$ cat src/rtl/life_pkg.sv
// Shared types and default dimensions for the Game-of-Life stepper.
package life_pkg;

    localparam int unsigned LIFE_N        = 5;
    localparam int unsigned LIFE_M        = 5;
    localparam int unsigned LIFE_CELLS    = LIFE_N * LIFE_M;
    localparam int unsigned LIFE_TICK_DIV = 4;
    localparam int unsigned GEN_W         = 16;

    typedef enum logic [1:0] {
        IDLE = 2'd0,
        LOAD = 2'd1,
        EVO  = 2'd2,
        HOLD = 2'd3
    } life_state_t;

endpackage

$ cat src/rtl/life_tick_counter.sv
// Loadable down-counter that saturates at zero; paces HOLD and the EVO settle wait.
module life_tick_counter #(
    parameter int unsigned P_W = 2
) (
    input  logic           clk,
    input  logic           rst_n,
    input  logic           load,
    input  logic [P_W-1:0] load_val,
    input  logic           en,
    output logic           zero_c
);

    logic [P_W-1:0] cnt;

    always_ff @(posedge clk or negedge rst_n) begin
        if (!rst_n) begin
            cnt <= '0;
        end else if (load) begin
            cnt <= load_val;
        end else if (en && (cnt != '0)) begin
            cnt <= cnt - P_W'(1);
        end
    end

    assign zero_c = (cnt == '0);

endmodule

$ cat src/rtl/life_stepper.sv
// Generation controller: owns the grid, loads seeds serially and commits Evolution results.
module life_stepper
    import life_pkg::*;
#(
    parameter int unsigned P_PARAM_N  = LIFE_N,
    parameter int unsigned P_PARAM_M  = LIFE_M,
    parameter int unsigned P_TICK_DIV = LIFE_TICK_DIV
) (
    input  logic                         clk,
    input  logic                         rst_n,
    input  logic                         load_start,
    input  logic                         load_valid,
    input  logic                         load_bit,
    output logic                         load_ready,
    input  logic                         step,
    input  logic                         run,
    output logic [P_PARAM_N*P_PARAM_M-1:0] prev,
    input  logic [P_PARAM_N*P_PARAM_M-1:0] next,
    input  logic                         finish_evo,
    output logic [GEN_W-1:0]             gen_count,
    output logic                         still_life,
    output logic                         busy
);

    localparam int unsigned CELLS  = P_PARAM_N * P_PARAM_M;
    localparam int unsigned IDX_W  = (CELLS > 1) ? $clog2(CELLS) : 1;
    localparam int unsigned TICK_W = (P_TICK_DIV > 1) ? $clog2(P_TICK_DIV) : 1;

    life_state_t        state;
    logic [IDX_W-1:0]   idx;
    logic               tick_load_c;
    logic [TICK_W-1:0]  tick_val_c;
    logic               tick_en_c;
    logic               tick_zero_c;
    logic               commit_c;

    // EVO must spend one settle cycle before a result may be accepted
    assign commit_c = (state == EVO) && tick_zero_c && finish_evo;

    // Counter control: EVO entry loads 1, HOLD entry loads the pacing interval
    always_comb begin
        tick_load_c = 1'b0;
        tick_val_c  = '0;
        tick_en_c   = 1'b0;
        case (state)
            IDLE: begin
                if (!load_start && (step || run)) begin
                    tick_load_c = 1'b1;
                    tick_val_c  = TICK_W'(1);
                end
            end
            EVO: begin
                if (commit_c && run) begin
                    tick_load_c = 1'b1;
                    tick_val_c  = TICK_W'(P_TICK_DIV - 1);
                end else begin
                    tick_en_c = 1'b1;
                end
            end
            HOLD: begin
                if (!load_start && run) begin
                    if (tick_zero_c) begin
                        tick_load_c = 1'b1;
                        tick_val_c  = TICK_W'(1);
                    end else begin
                        tick_en_c = 1'b1;
                    end
                end
            end
            default: begin
                tick_load_c = 1'b0;
            end
        endcase
    end

    life_tick_counter #(
        .P_W (TICK_W)
    ) u_tick (
        .clk      (clk),
        .rst_n    (rst_n),
        .load     (tick_load_c),
        .load_val (tick_val_c),
        .en       (tick_en_c),
        .zero_c   (tick_zero_c)
    );

    always_ff @(posedge clk or negedge rst_n) begin
        if (!rst_n) begin
            state      <= IDLE;
            prev       <= '0;
            gen_count  <= '0;
            still_life <= 1'b0;
            load_ready <= 1'b0;
            busy       <= 1'b0;
            idx        <= '0;
        end else begin
            case (state)
                IDLE: begin
                    if (load_start) begin
                        prev       <= '0;
                        gen_count  <= '0;
                        still_life <= 1'b0;
                        idx        <= '0;
                        state      <= LOAD;
                        load_ready <= 1'b1;
                        busy       <= 1'b1;
                    end else if (step || run) begin
                        state <= EVO;
                        busy  <= 1'b1;
                    end
                end
                LOAD: begin
                    if (load_valid) begin
                        prev[idx] <= load_bit;
                        if (idx == IDX_W'(CELLS - 1)) begin
                            idx        <= '0;
                            state      <= IDLE;
                            load_ready <= 1'b0;
                            busy       <= 1'b0;
                        end else begin
                            idx <= idx + IDX_W'(1);
                        end
                    end
                end
                EVO: begin
                    if (commit_c) begin
                        prev       <= next;
                        still_life <= (next == prev);
                        gen_count  <= gen_count + GEN_W'(1);
                        if (run) begin
                            state <= HOLD;
                        end else begin
                            state <= IDLE;
                            busy  <= 1'b0;
                        end
                    end
                end
                HOLD: begin
                    if (load_start) begin
                        prev       <= '0;
                        gen_count  <= '0;
                        still_life <= 1'b0;
                        idx        <= '0;
                        state      <= LOAD;
                        load_ready <= 1'b1;
                    end else if (!run) begin
                        state <= IDLE;
                        busy  <= 1'b0;
                    end else if (tick_zero_c) begin
                        state <= EVO;
                    end
                end
                default: begin
                    state      <= IDLE;
                    load_ready <= 1'b0;
                    busy       <= 1'b0;
                end
            endcase
        end
    end

endmodule

$ cat config.mk
export PLATFORM = sky130hd
export DESIGN_NAME = life_stepper
export DESIGN_NICKNAME = d
export VERILOG_FILES = /design/src/rtl/life_pkg.sv /design/src/rtl/life_tick_counter.sv /design/src/rtl/life_stepper.sv
export SDC_FILE = /design/constraint.sdc
export NUM_CORES = 1
export LEC_CHECK = 0
export CAP_MARGIN = 20
export CORE_AREA = 2 2 83 85
export DETAILED_ROUTE_END_ITERATION = 16
export DIE_AREA = 0 0 85 87
export PLACE_DENSITY = 0.85
export SYNTH_ARGS = -nofsm -noshare
export SYNTH_HDL_FRONTEND = slang
export SYNTH_SLANG_ARGS = --single-unit
$ cat constraint.sdc
create_clock -name clk -period 4.6 [get_ports clk]
set_input_delay 0.92 -clock clk [delete_from_list [all_inputs] [get_ports clk]]
set_output_delay 0.92 -clock clk [all_outputs]
set_load 0.02 [all_outputs]
# Yosys cells after proc, flatten, opt, wreduce, memory -nomap -nowiden
# Index checks and enable logic that the tools add are counted.
# totals
ff_bits	53
inputBits	33
out_inout_bits	44
word_cells	100
# classes
addsub	3
order_cmp	2
eq_ne	12
muxes	53
reduce_logical	22
# op_table
op	n
two-way mux 25 bit	3
one-hot mux 25 bit (3 select lines)	1
two-way mux 16 bit	2
one-hot mux 16 bit (2 select lines)	1
bitwise mux 25 bit	1
equality test 25 bit	1
two-way mux 2 bit	12
two-way mux 1 bit	21
adder 16 x 1 -> 16 bit (second input constant)	1
two-way mux 5 bit	3
one-hot mux 5 bit (2 select lines)	1
AND reduction 5 bit	2
AND reduction 3 bit	3
!= test 2 bit (second input constant)	4
one-hot mux 2 bit (4 select lines)	1
nonzero test 2 bit	4
logical AND 1 bit	7
less-than comparator 5 x 6 -> 1 bit (second input constant)	1
one-hot mux 1 bit (2 select lines)	3
one-hot mux 2 bit (3 select lines)	1
adder 5 x 1 -> 5 bit (second input constant)	1
demux 1 bit (select 5 bit)	1
equality test 5 bit (second input constant)	1
>= comparator 5 x 1 -> 1 bit (second input constant)	1
13 further kinds	15

# Logic depth before layout (Yosys ltp)
# depth
depth_word	9
mapped_depth	9
depth_no_buf	6

# Cells and area by module
# Synthesis repeated with hierarchy kept, for this count alone.
# hier_totals
cells_unflattened	379
hier_area_um2	3437.0
# modules_own_cells
module	instances	cells_each	area_per_inst_um2	seq_area_each_um2
life_stepper	1	366	3304.4	1276.2
life_tick_counter	1	13	132.6	50.0

# Worst setup path after synthesis
# OpenSTA, ideal clock, no wires.
# synth_timing
kind	input port to flip-flop
start	input port load_valid
end	register (tool-made name)
setup_time_ps	125
arrival_time_ps	2066
required_ps	4475
slack_ps	2410
path_stages	6
path_buffers	2
cell_sequence	nor2b_1 or3_1 buf_2 buf_2 a21oi_1 mux2_2
# synth_rtl
element	line_no	text
start: declaration	life_stepper.sv:12	input logic load_valid,

==> flow_summary.toml <==
[run_status]
status = "complete, no violations"

[logic_synthesis]
synthMuxAreaShare_pct = 9.31
avgSynthCellArea_um2 = 8.80
syn_inst = 400
synth_top_family_by_area = "simple AND/OR/NAND/NOR gates"
synth-seq-cells = 53
synthesis.nets = 445
post_synth_and_or_nand_nor_area_fraction_pct = 20.0
netlist_area_um2 = 3520
ys_seq_area_share_pct = 37.7
yosysMostFrequentCell = "nand2_1"
yosys_warnings = 0
synthXorXnorAreaFrac_pct = 6.22
synth_compound_area_share_pct = 18.5
synth_edf_count = 0
synth_top_cells_by_count = "nand2_1 (61), dfrtp_1 (53), o21ai_0 (44)"
synthAdderAreaFrac_pct = 4.27
synth_top_area_share_pct = 37.7
yosys_most_used_dff = "dfrtp_1"
ys_async_sr_fraction_pct = 100
synth_area_leaders = "dfrtp_1 (38%), mux2_2 (8.3%), nand2_1 (6.5%), o21ai_0 (6.3%), a21oi_1 (5.5%)"
synth_top_area_cell = "dfrtp_1"
synth_cell_types = 46

[global_route]
overflow = 0
grt.total_usage_pct = 26.1
grt_first_pass_wirelength_mm = 15.5
grt_max_degree = 54
antenna_found_initial = 0
grt_busiest_layer = "met2"
grt_pass1_vias = 3226
met1_usage_pct = 35.0
met2_usage_pct = 42.7
gr-usage-met3_pct = 4.83

[cts]
root_buffer = "clkbuf_8"
clkTransAtPathRegs_ps = 100
postCtsSetupBuffers = 0
insertion_delay_ps = 320
holdBufCountCts = 0
cts_tree = "yes"
cts.sinks = 53
numCtsBuffers = 5
h-tree-depth = 2
cts_resized = 0
clock_path_buffers = 2

[sta]
rsz0062_at_grt = "no"
slew_headroom_pct = 37.3
setup_viol = 0
setup_tns_ps = 0
fmax_mhz = 346
min_period_ps = 2890
finalHoldViolCount = 0
finalMaxSlewViolations = 0
tightest_slew_ps = 941
clock_skew_ps = 12.5
finalCritPeriodShare_pct = 62.8

[setup_path]
critPathLaunchType = "input pin"
critPathMaxStageDelay_ps = 750
worst-path-max-fanout = 26
rrSetupSlack_ps = 1810
crit_buf_inv = 1
endpoint_kind = "flip-flop"
crit_chain = "clkdlybuf4s50_1 -> nor2_1 -> or3_1 -> a21oi_1 -> mux2_2"
critPathSlowestCell = "or3_1"
crit_start = "load_start"
arrival_ps = 3100
worst-path-stages = 5
crit_family = "simple AND/OR/NAND/NOR gates"
timing.rr.start = "state[0]"
critical_path_required_ps = 4810
r2r_cells = 6
criticalPathCategory = "in -> reg"

[route]
drc_errors = 0
wl_per_cell_um = 17.6
wl_mm = 9.65
drt-pass1-iter-count = 5
via_per_inst = 6.15
ant_nets = 0
via_count = 3365
drt-initial-drc-count = 303

[floorplan]
die_area_um2 = 7400
die_width_um = 85
die_h_um = 87
rows = 30
core_area_um2 = 6570
io_pins = 77
initial_utilization_pct = 53.6

[power]
p_total_mw = 2.58
pwr-share-clk_pct = 11.4
pwr-share-seq_pct = 29.6
p_comb_share_pct = 58.9
vdd_drop_max_mv = 0.330
cellLeakagePower_nw = 1.79
switchingPower_mw = 1.16
power_density_nw_per_um2 = 584
p_sw_share_pct = 44.8
p_int_mw = 1.43

[finish]
fin_cells = 547
fillerInstances = 514
nets = 511
drive_above_1_share_pct = 9.21
area_delta_synth_final_pct = 25.7
diodes = 0

[run]
maxCapViolations = 0

[min_path]
hp-class = "reg -> reg"

[placed_design]
gp_congestion = 0.831
dp_hpwl_mm = 6.67
port_buffers = 76
placed_cells = 538
-- through the flow --
step           area (um^2)  utilization, %  hold slack, ps  setup WS [ps]
6_report              4430            67.4             483           1710
5_1_grt               4430            67.4             537           1660
4_1_cts               4400            67.0             488           1740
3_5_place_dp          4300            65.4             466           1390
3_3_place_gp          4300            65.4             484           1500
2_1_floorplan         3520               -             504           2410
-- worst min-delay path by stage --
stage / startpoint / endpoint / slack, ps / depth (start not counted)
after CTS: still_life / still_life / 490 / 2
after global routing: gen_count[6] / gen_count[6] / 540 / 1
after floorplan: u_tick.cnt[0] / u_tick.cnt[0] / 500 / 2
final: still_life / still_life / 480 / 2
after detailed placement: still_life / still_life / 470 / 2
after global placement: gen_count[6] / gen_count[6] / 480 / 1
-- power groups by stage --
stage               clock (mW)  combinational (mW)  sequential, mW
floorplan                    0               0.887           0.869
global placement             0                1.44           0.764
detailed placement           0                1.48           0.768
CTS                      0.300                1.49           0.761
global route             0.319                1.64           0.789
finish                   0.295                1.52           0.765
-- cell usage in the layout, fill, tap and decap left out, types with 9 or more instances in the layout --
| cell type | n |
|---|---|
| mux2_2 | 26 |
| dfrtp_1 | 53 |
| nor2_1 | 9 |
| a21oi_1 | 39 |
| o21ai_0 | 44 |
| clkdlybuf4s50_1 | 75 |
| xor2_1 | 11 |
| inv_1 | 13 |
| ha_1 | 12 |
| nand3_1 | 17 |
| o31ai_1 | 10 |
| xnor2_1 | 14 |
| nand2_1 | 61 |
-- layer usage --
layer  up-vias  share of wire (%)
li1       1573                  -
met4         0                2.3
met5         -                  0
met3        26                6.9
met1      1605                 43
met2       161                 48
-- cell type report --
class / count / area, um^2 / area share, %
clock inverters: 1 / 5.00 / 0.113
flip-flops and latches: 53 / 1330 / 30.0
repair buffers: 79 / 796 / 18.0
multi-input cells: 314 / 2050 / 46.4
well taps: 80 / 100 / 2.26
inverters: 13 / 48.8 / 1.10
clock buffers: 7 / 96.3 / 2.18
-- cell families after synthesis --
| family | Yosys count |
|---|---|
| AO/OA/AOI/OAI | 112 |
| XOR/XNOR | 25 |
| adder cells (fa/ha/maj) | 12 |
| buffers and inverters | 33 |
| flip-flops | 53 |
| multiplexers | 29 |
| AND/OR/NAND/NOR | 136 |
-- worst min-delay path, stage by stage (launching register included) --
cell     delay, ps
dfrtp_1        350
nand2_1         50
o31ai_1         50
No activity file was read; power rests on OpenSTA's default activity.
